===== src/rtl/mem_access_stage_pkg.sv =====
// Shared widths, FSM encoding and defaults for the memory-access pipeline stage.
package mem_access_stage_pkg;

  localparam int WORD_WIDTH      = 32;
  localparam int REG_SIZE        = 5;
  localparam logic [WORD_WIDTH-1:0] ZERO_WORD = '0;
  localparam int DEFAULT_TIMEOUT = 16;

  typedef enum logic {
    IDLE = 1'b0,
    BUSY = 1'b1
  } state_e;

endpackage


===== src/rtl/mem_wb_reg.sv =====
// MEM/WB pipeline register: loads a new writeback or inserts a bubble that
// clears the write enable while holding destination and result.
module mem_wb_reg
  import mem_access_stage_pkg::*;
#(
  parameter int WORD_W = WORD_WIDTH,
  parameter int REG_W  = REG_SIZE
) (
  input  logic              clk,
  input  logic              rst,
  input  logic              load_i,
  input  logic              we_i,
  input  logic [REG_W-1:0]  dest_i,
  input  logic [WORD_W-1:0] result_i,
  input  logic              align_err_i,
  input  logic              bus_err_i,
  output logic              we_o,
  output logic [REG_W-1:0]  dest_o,
  output logic [WORD_W-1:0] result_o,
  output logic              align_err_o,
  output logic              bus_err_o
);

  logic              we_q, we_d;
  logic [REG_W-1:0]  dest_q, dest_d;
  logic [WORD_W-1:0] result_q, result_d;
  logic              align_err_q, bus_err_q;

  always_comb begin
    we_d     = 1'b0;
    dest_d   = dest_q;
    result_d = result_q;
    if (load_i) begin
      we_d     = we_i;
      dest_d   = dest_i;
      result_d = result_i;
    end
  end

  always_ff @(posedge clk) begin
    if (rst) begin
      we_q        <= 1'b0;
      dest_q      <= '0;
      result_q    <= '0;
      align_err_q <= 1'b0;
      bus_err_q   <= 1'b0;
    end else begin
      we_q        <= we_d;
      dest_q      <= dest_d;
      result_q    <= result_d;
      align_err_q <= align_err_i;
      bus_err_q   <= bus_err_i;
    end
  end

  assign we_o        = we_q;
  assign dest_o      = dest_q;
  assign result_o    = result_q;
  assign align_err_o = align_err_q;
  assign bus_err_o   = bus_err_q;

endmodule


===== src/rtl/mem_access_stage.sv =====
// Memory-access stage: stalls the pipeline while a data-memory access is in
// flight, aborts on timeout, flags misaligned accesses and feeds the W register.
module mem_access_stage
  import mem_access_stage_pkg::*;
#(
  parameter int WORD_W  = WORD_WIDTH,
  parameter int REG_W   = REG_SIZE,
  parameter int TIMEOUT = DEFAULT_TIMEOUT
) (
  input  logic              clk,
  input  logic              rst,
  input  logic              Regfile_weM,
  input  logic              DataMem_weM,
  input  logic              DataMem_reM,
  input  logic [REG_W-1:0]  wirteRegAddrM,
  input  logic [WORD_W-1:0] aluOutM,
  input  logic [WORD_W-1:0] writeDataM,
  output logic              stallM,
  output logic              dmem_req,
  output logic              dmem_we,
  output logic [WORD_W-1:0] dmem_addr,
  output logic [WORD_W-1:0] dmem_wdata,
  input  logic [WORD_W-1:0] dmem_rdata,
  input  logic              dmem_ack,
  output logic              Regfile_weW,
  output logic [REG_W-1:0]  wirteRegAddrW,
  output logic [WORD_W-1:0] resultW,
  output logic              alignErrW,
  output logic              busErrW
);

  localparam int CNT_W = $clog2(TIMEOUT + 1);

  state_e            state_q, state_d;
  logic [CNT_W-1:0]  cnt_q, cnt_d;
  logic [WORD_W-1:0] addr_q, addr_d;
  logic [WORD_W-1:0] wdata_q, wdata_d;
  logic              store_q, store_d;
  logic              rfwe_q, rfwe_d;
  logic [REG_W-1:0]  dest_q, dest_d;

  logic              mem_op, aligned, last_cycle, stall;
  logic              w_load, w_we, align_err, bus_err;
  logic [REG_W-1:0]  w_dest;
  logic [WORD_W-1:0] w_result;

  assign mem_op     = DataMem_weM | DataMem_reM;
  assign aligned    = (aluOutM[1:0] == 2'b00);
  assign last_cycle = (cnt_q == CNT_W'(TIMEOUT - 1));

  always_comb begin
    // NOTE: every signal assigned here gets a default first, so no path can infer a latch.
    state_d   = state_q;
    cnt_d     = cnt_q;
    addr_d    = addr_q;
    wdata_d   = wdata_q;
    store_d   = store_q;
    rfwe_d    = rfwe_q;
    dest_d    = dest_q;
    stall     = 1'b0;
    w_load    = 1'b0;
    w_we      = 1'b0;
    w_dest    = wirteRegAddrM;
    w_result  = aluOutM;
    align_err = 1'b0;
    bus_err   = 1'b0;

    unique case (state_q)
      IDLE: begin
        if (!mem_op) begin
          w_load = 1'b1;
          w_we   = Regfile_weM;
        end else if (aligned) begin
          // A store wins when both strobes are set.
          stall   = 1'b1;
          addr_d  = aluOutM;
          wdata_d = writeDataM;
          store_d = DataMem_weM;
          rfwe_d  = Regfile_weM;
          dest_d  = wirteRegAddrM;
          cnt_d   = '0;
          state_d = BUSY;
        end else begin
          align_err = 1'b1;
        end
      end
      BUSY: begin
        if (dmem_ack) begin
          state_d = IDLE;
          if (!store_q) begin
            w_load   = 1'b1;
            w_we     = rfwe_q;
            w_dest   = dest_q;
            w_result = dmem_rdata;
          end
        end else if (last_cycle) begin
          bus_err = 1'b1;
          state_d = IDLE;
        end else begin
          stall = 1'b1;
          cnt_d = cnt_q + 1'b1;
        end
      end
      default: state_d = IDLE;
    endcase
  end

  always_ff @(posedge clk) begin
    // NOTE: state registers use non-blocking assignments so every flop samples pre-edge values.
    if (rst) begin
      state_q <= IDLE;
      cnt_q   <= '0;
      addr_q  <= '0;
      wdata_q <= '0;
      store_q <= 1'b0;
      rfwe_q  <= 1'b0;
      dest_q  <= '0;
    end else begin
      state_q <= state_d;
      cnt_q   <= cnt_d;
      addr_q  <= addr_d;
      wdata_q <= wdata_d;
      store_q <= store_d;
      rfwe_q  <= rfwe_d;
      dest_q  <= dest_d;
    end
  end

  // Reset masks the request and stall immediately so nothing upstream waits on an abandoned access.
  assign stallM     = stall & ~rst;
  assign dmem_req   = (state_q == BUSY) & ~rst;
  assign dmem_we    = dmem_req & store_q;
  assign dmem_addr  = addr_q;
  assign dmem_wdata = wdata_q;

  mem_wb_reg #(
    .WORD_W (WORD_W),
    .REG_W  (REG_W)
  ) u_mem_wb_reg (
    .clk         (clk),
    .rst         (rst),
    .load_i      (w_load),
    .we_i        (w_we),
    .dest_i      (w_dest),
    .result_i    (w_result),
    .align_err_i (align_err),
    .bus_err_i   (bus_err),
    .we_o        (Regfile_weW),
    .dest_o      (wirteRegAddrW),
    .result_o    (resultW),
    .align_err_o (alignErrW),
    .bus_err_o   (busErrW)
  );

endmodule


===== config.mk =====
export PLATFORM = sky130hd
export DESIGN_NAME = mem_access_stage
export DESIGN_NICKNAME = d
export VERILOG_FILES = /design/src/rtl/mem_access_stage_pkg.sv /design/src/rtl/mem_wb_reg.sv /design/src/rtl/mem_access_stage.sv
export SDC_FILE = /design/constraint.sdc
export NUM_CORES = 1
export LEC_CHECK = 0
export ABC_AREA = 1
export CORE_MARGIN = 5
export CORE_UTILIZATION = 47
export CTS_BUF_LIST = sky130_fd_sc_hd__clkbuf_4
export CTS_CLUSTER_DIAMETER = 60
export DETAILED_ROUTE_END_ITERATION = 16
export GPL_ROUTABILITY_DRIVEN = 1
export PLACE_DENSITY = 0.88
export RECOVER_POWER = 100
export SETUP_SLACK_MARGIN = 0.05
export SLEW_MARGIN = 20
export SYNTH_ARGS = -nofsm -noshare
export SYNTH_HDL_FRONTEND = slang
export SYNTH_SLANG_ARGS = --single-unit

===== constraint.sdc =====
create_clock -name clk -period 3.9 [get_ports clk]
set_clock_uncertainty 0.2 [all_clocks]
set_input_delay 1.17 -clock clk [delete_from_list [all_inputs] [get_ports clk]]
set_output_delay 1.17 -clock clk [all_outputs]
set_load 0.005 [all_outputs]

==> flow_summary.ini <==
[critical_path]
path_buf_inv = 3
cp.required_ns = 2.53
r2r_cells = 7
r2r_slack_ns = 1.20
path_delay_family = buffers and inverters
crit_chain = clkdlybuf4s50_1 -> nor2_1 -> buf_4 -> nand3_1 -> a21oi_1 -> dlygate4sd2_1
cpPeakStageDelay_ns = 0.42
worstPathMaxFanout = 2
r2r_end = dmem_wdata[10]
worstPathArrival_ns = 2.31
cp.depth = 6
end_kind = primary output
slowest_stage = clkdlybuf4s50_1
crit_type = in -> out
rr_startpoint = state_q
critPathLaunchType = input pin

[sta]
setup_viol = 0
rsz0062_at_grt = false
slew_violations = 0
relSlewSlack_pct = 23.5
worst_slack_ns = 0.216
hold_slack_ns = 0.232
worstMarginPinSlew_ns = 1.15
final.period_utilization_pct = 94.5
min_period_ns = 3.68
max_freq_mhz = 271
hold_viol_final = 0

[run]
drv_cap = 0

[route]
drt_iter0_drc = 272
dr.pass1.iters = 5
drc_errors = 0
vias = 4898
via_per_inst = 4.76
ant_nets = 0
drt-total-wl_um = 14200
routedWlPerCell_um = 13.8

[yosys]
ys_seq_area_share_pct = 47.9
synth_nets = 785
synth_mux_area_share_pct = 0
synth_compound_area_share_pct = 13.4
synth_area_mm2 = 0.00489
ys_types = 24
yosys.area_share.simple_pct = 25.9
synth_area_per_cell_um2 = 7.24
ys_seq_elements = 117
postSynthCellCount = 676
ys_warn_count = 0
yosysTopAreaCellShare_pct = 47.9
synthAdderAreaFrac_pct = 0.512
synth_area_leaders = dfxtp_1, nand2_1, a21oi_1, inv_1, nand3_1
synth_top_area_cell = dfxtp_1
synth_top_family_by_area = simple AND/OR/NAND/NOR gates
synth_xor_area_share_pct = 0

[global_route]
grt_start_max_net_pins = 83
grt_pass1_wl_um = 22700
grt.total_usage_pct = 22.2
grt_pass1_vias = 4567
grt_overflow_total = 0
antenna_found_initial = 0

[cts]
cts_inserted_buffers = 17
clock_latency_ns = 0.49
clockBufferDepth = 2
cts-root-buf = clkbuf_4
tritoncts = yes
htree_levels = 4
cts.sinks = 117
clk_pin_slew_ns = 0.11

[placement]
dpl_worst_slack_ns = -0.0292
io_buffers = 213
placed_area_mm2 = 0.00703
place_congestion = 0.809
dp_hpwl_um = 9720

[layout]
fillers = 844
drive_above_1_share_pct = 6.50
syn2layout_area_growth_pct = 47.7
nets = 989
antenna_cells = 0
most-common-layout-cells = nand2_1, dfxtp_1, a21oi_1
multi_input_area_mm2 = 0.00192
fin_area_mm2 = 0.00723
regArea_mm2 = 0.00234
final_common_cell = nand2_1

[floorplanning]
io_pins = 214
core_area_mm2 = 0.0102
rows = 37
die_w_um = 112
die_h_um = 112
start_util_pct = 47.8
dieArea_mm2 = 0.0125

[power]
pwr_density_cell_mw_per_mm2 = 346
leakage_nw = 3.27
ir_drop_mv = 0.176
power_mw = 2.50

[hold_path]
min_from = dmem_addr[0]
hp-class = reg -> reg
worst_hold_path.num_cells = 2
min_to = dmem_addr[0]

[status]
outcome = completed
-- cells in the mapped netlist (all sizes together) --
| cell | instances |
|---|---|
| nand2 | 247 |
| dfxtp | 117 |
| a21oi | 114 |
| inv | 86 |
| nand3 | 43 |
| buf | 26 |
| clkbuf | 15 |
| nor2 | 11 |
| o21ai | 8 |
| ha | 2 |
| nor3 | 2 |
| and3 | 1 |
| clkinv | 1 |
| nand4 | 1 |
| o211ai | 1 |
| or2 | 1 |
-- flip-flops by register name (all words and copies together), names as in the netlist --
name	cells
cnt_q	5
dest_q	5
dmem_addr	32
dmem_wdata	32
rfwe_q	1
state_q	1
store_q	1
u_mem_wb_reg.align_err_o	1
u_mem_wb_reg.bus_err_o	1
u_mem_wb_reg.dest_o	5
u_mem_wb_reg.result_o	32
u_mem_wb_reg.we_o	1
-- final cells by class --
| cell class | instances | share of cell area, % |
|---|---|---|
| clock buffers | 19 | 1.97 |
| clock inverters | 12 | 1.58 |
| inverters | 87 | 4.59 |
| multi-input cells | 431 | 26.5 |
| flip-flops and latches | 117 | 32.4 |
| well taps | 136 | 2.35 |
| repair buffers | 226 | 30.6 |
-- report_power, final --
| group | internal, mW | total (mW) | leakage [nW] | switching, mW |
|---|---|---|---|---|
| clock | 0.380 | 0.818 | 0.136 | 0.438 |
| sequential | 1.25 | 1.28 | 0.954 | 0.0269 |
| combinational | 0.219 | 0.406 | 2.18 | 0.187 |
| total | 1.85 | 2.50 | 3.27 | 0.652 |
-- what timing repair did --
action	in CTS	in global routing
hold buffers	0	0
setup buffers	0	0
resized for setup	1	0
endpoints found under the hold margin	0	0
endpoints found under the setup margin	1	0
-- worst reg2reg max path, stage by stage (launching register included) --
cell,delay (ns)
dfxtp_1,0.48
inv_2,0.12
nand3_1,0.13
buf_4,0.66
inv_1,0.18
clkbuf_2,0.48
nand2_1,0.21
a21oi_1,0.08
-- through the flow --
step,setup TNS (ns),cells,utilization [%]
global placement,-0.0398,997,68.7
finish,0,1028,70.6
CTS,0,1028,71.2
global route,0,1028,70.6
detailed placement,-0.0292,997,68.7
floorplan,0,676,-
-- cells by family (layout without fill, tap and decap cells) --
family	Yosys count	in the layout
buffers and inverters	128	344
AOI/OAI and AO/OA	123	123
DFF	117	117
adders and majority gates	2	2
and+or+nand+nor	306	306
-- worst max-delay path by stage --
stage                     from     end  slack (ns)
floorplan           aluOutM[0]  stallM        0.68
global placement    aluOutM[0]  stallM       -0.04
detailed placement  aluOutM[0]  stallM       -0.03
CTS                 aluOutM[0]  stallM        0.23
global route        aluOutM[0]  stallM        0.13
finish              aluOutM[0]  stallM        0.22
-- routing by layer --
| metal | wire length, µm | GRT usage [%] | vias to the layer above |
|---|---|---|---|
| li1 | - | - | 2518 |
| met1 | 5900 | 27.0 | 2180 |
| met2 | 6670 | 35.7 | 175 |
| met3 | 1260 | 9.00 | 25 |
| met4 | 320 | 7.61 | 0 |
| met5 | 0 | 0 | - |
No activity file was read; power rests on OpenSTA's default activity.
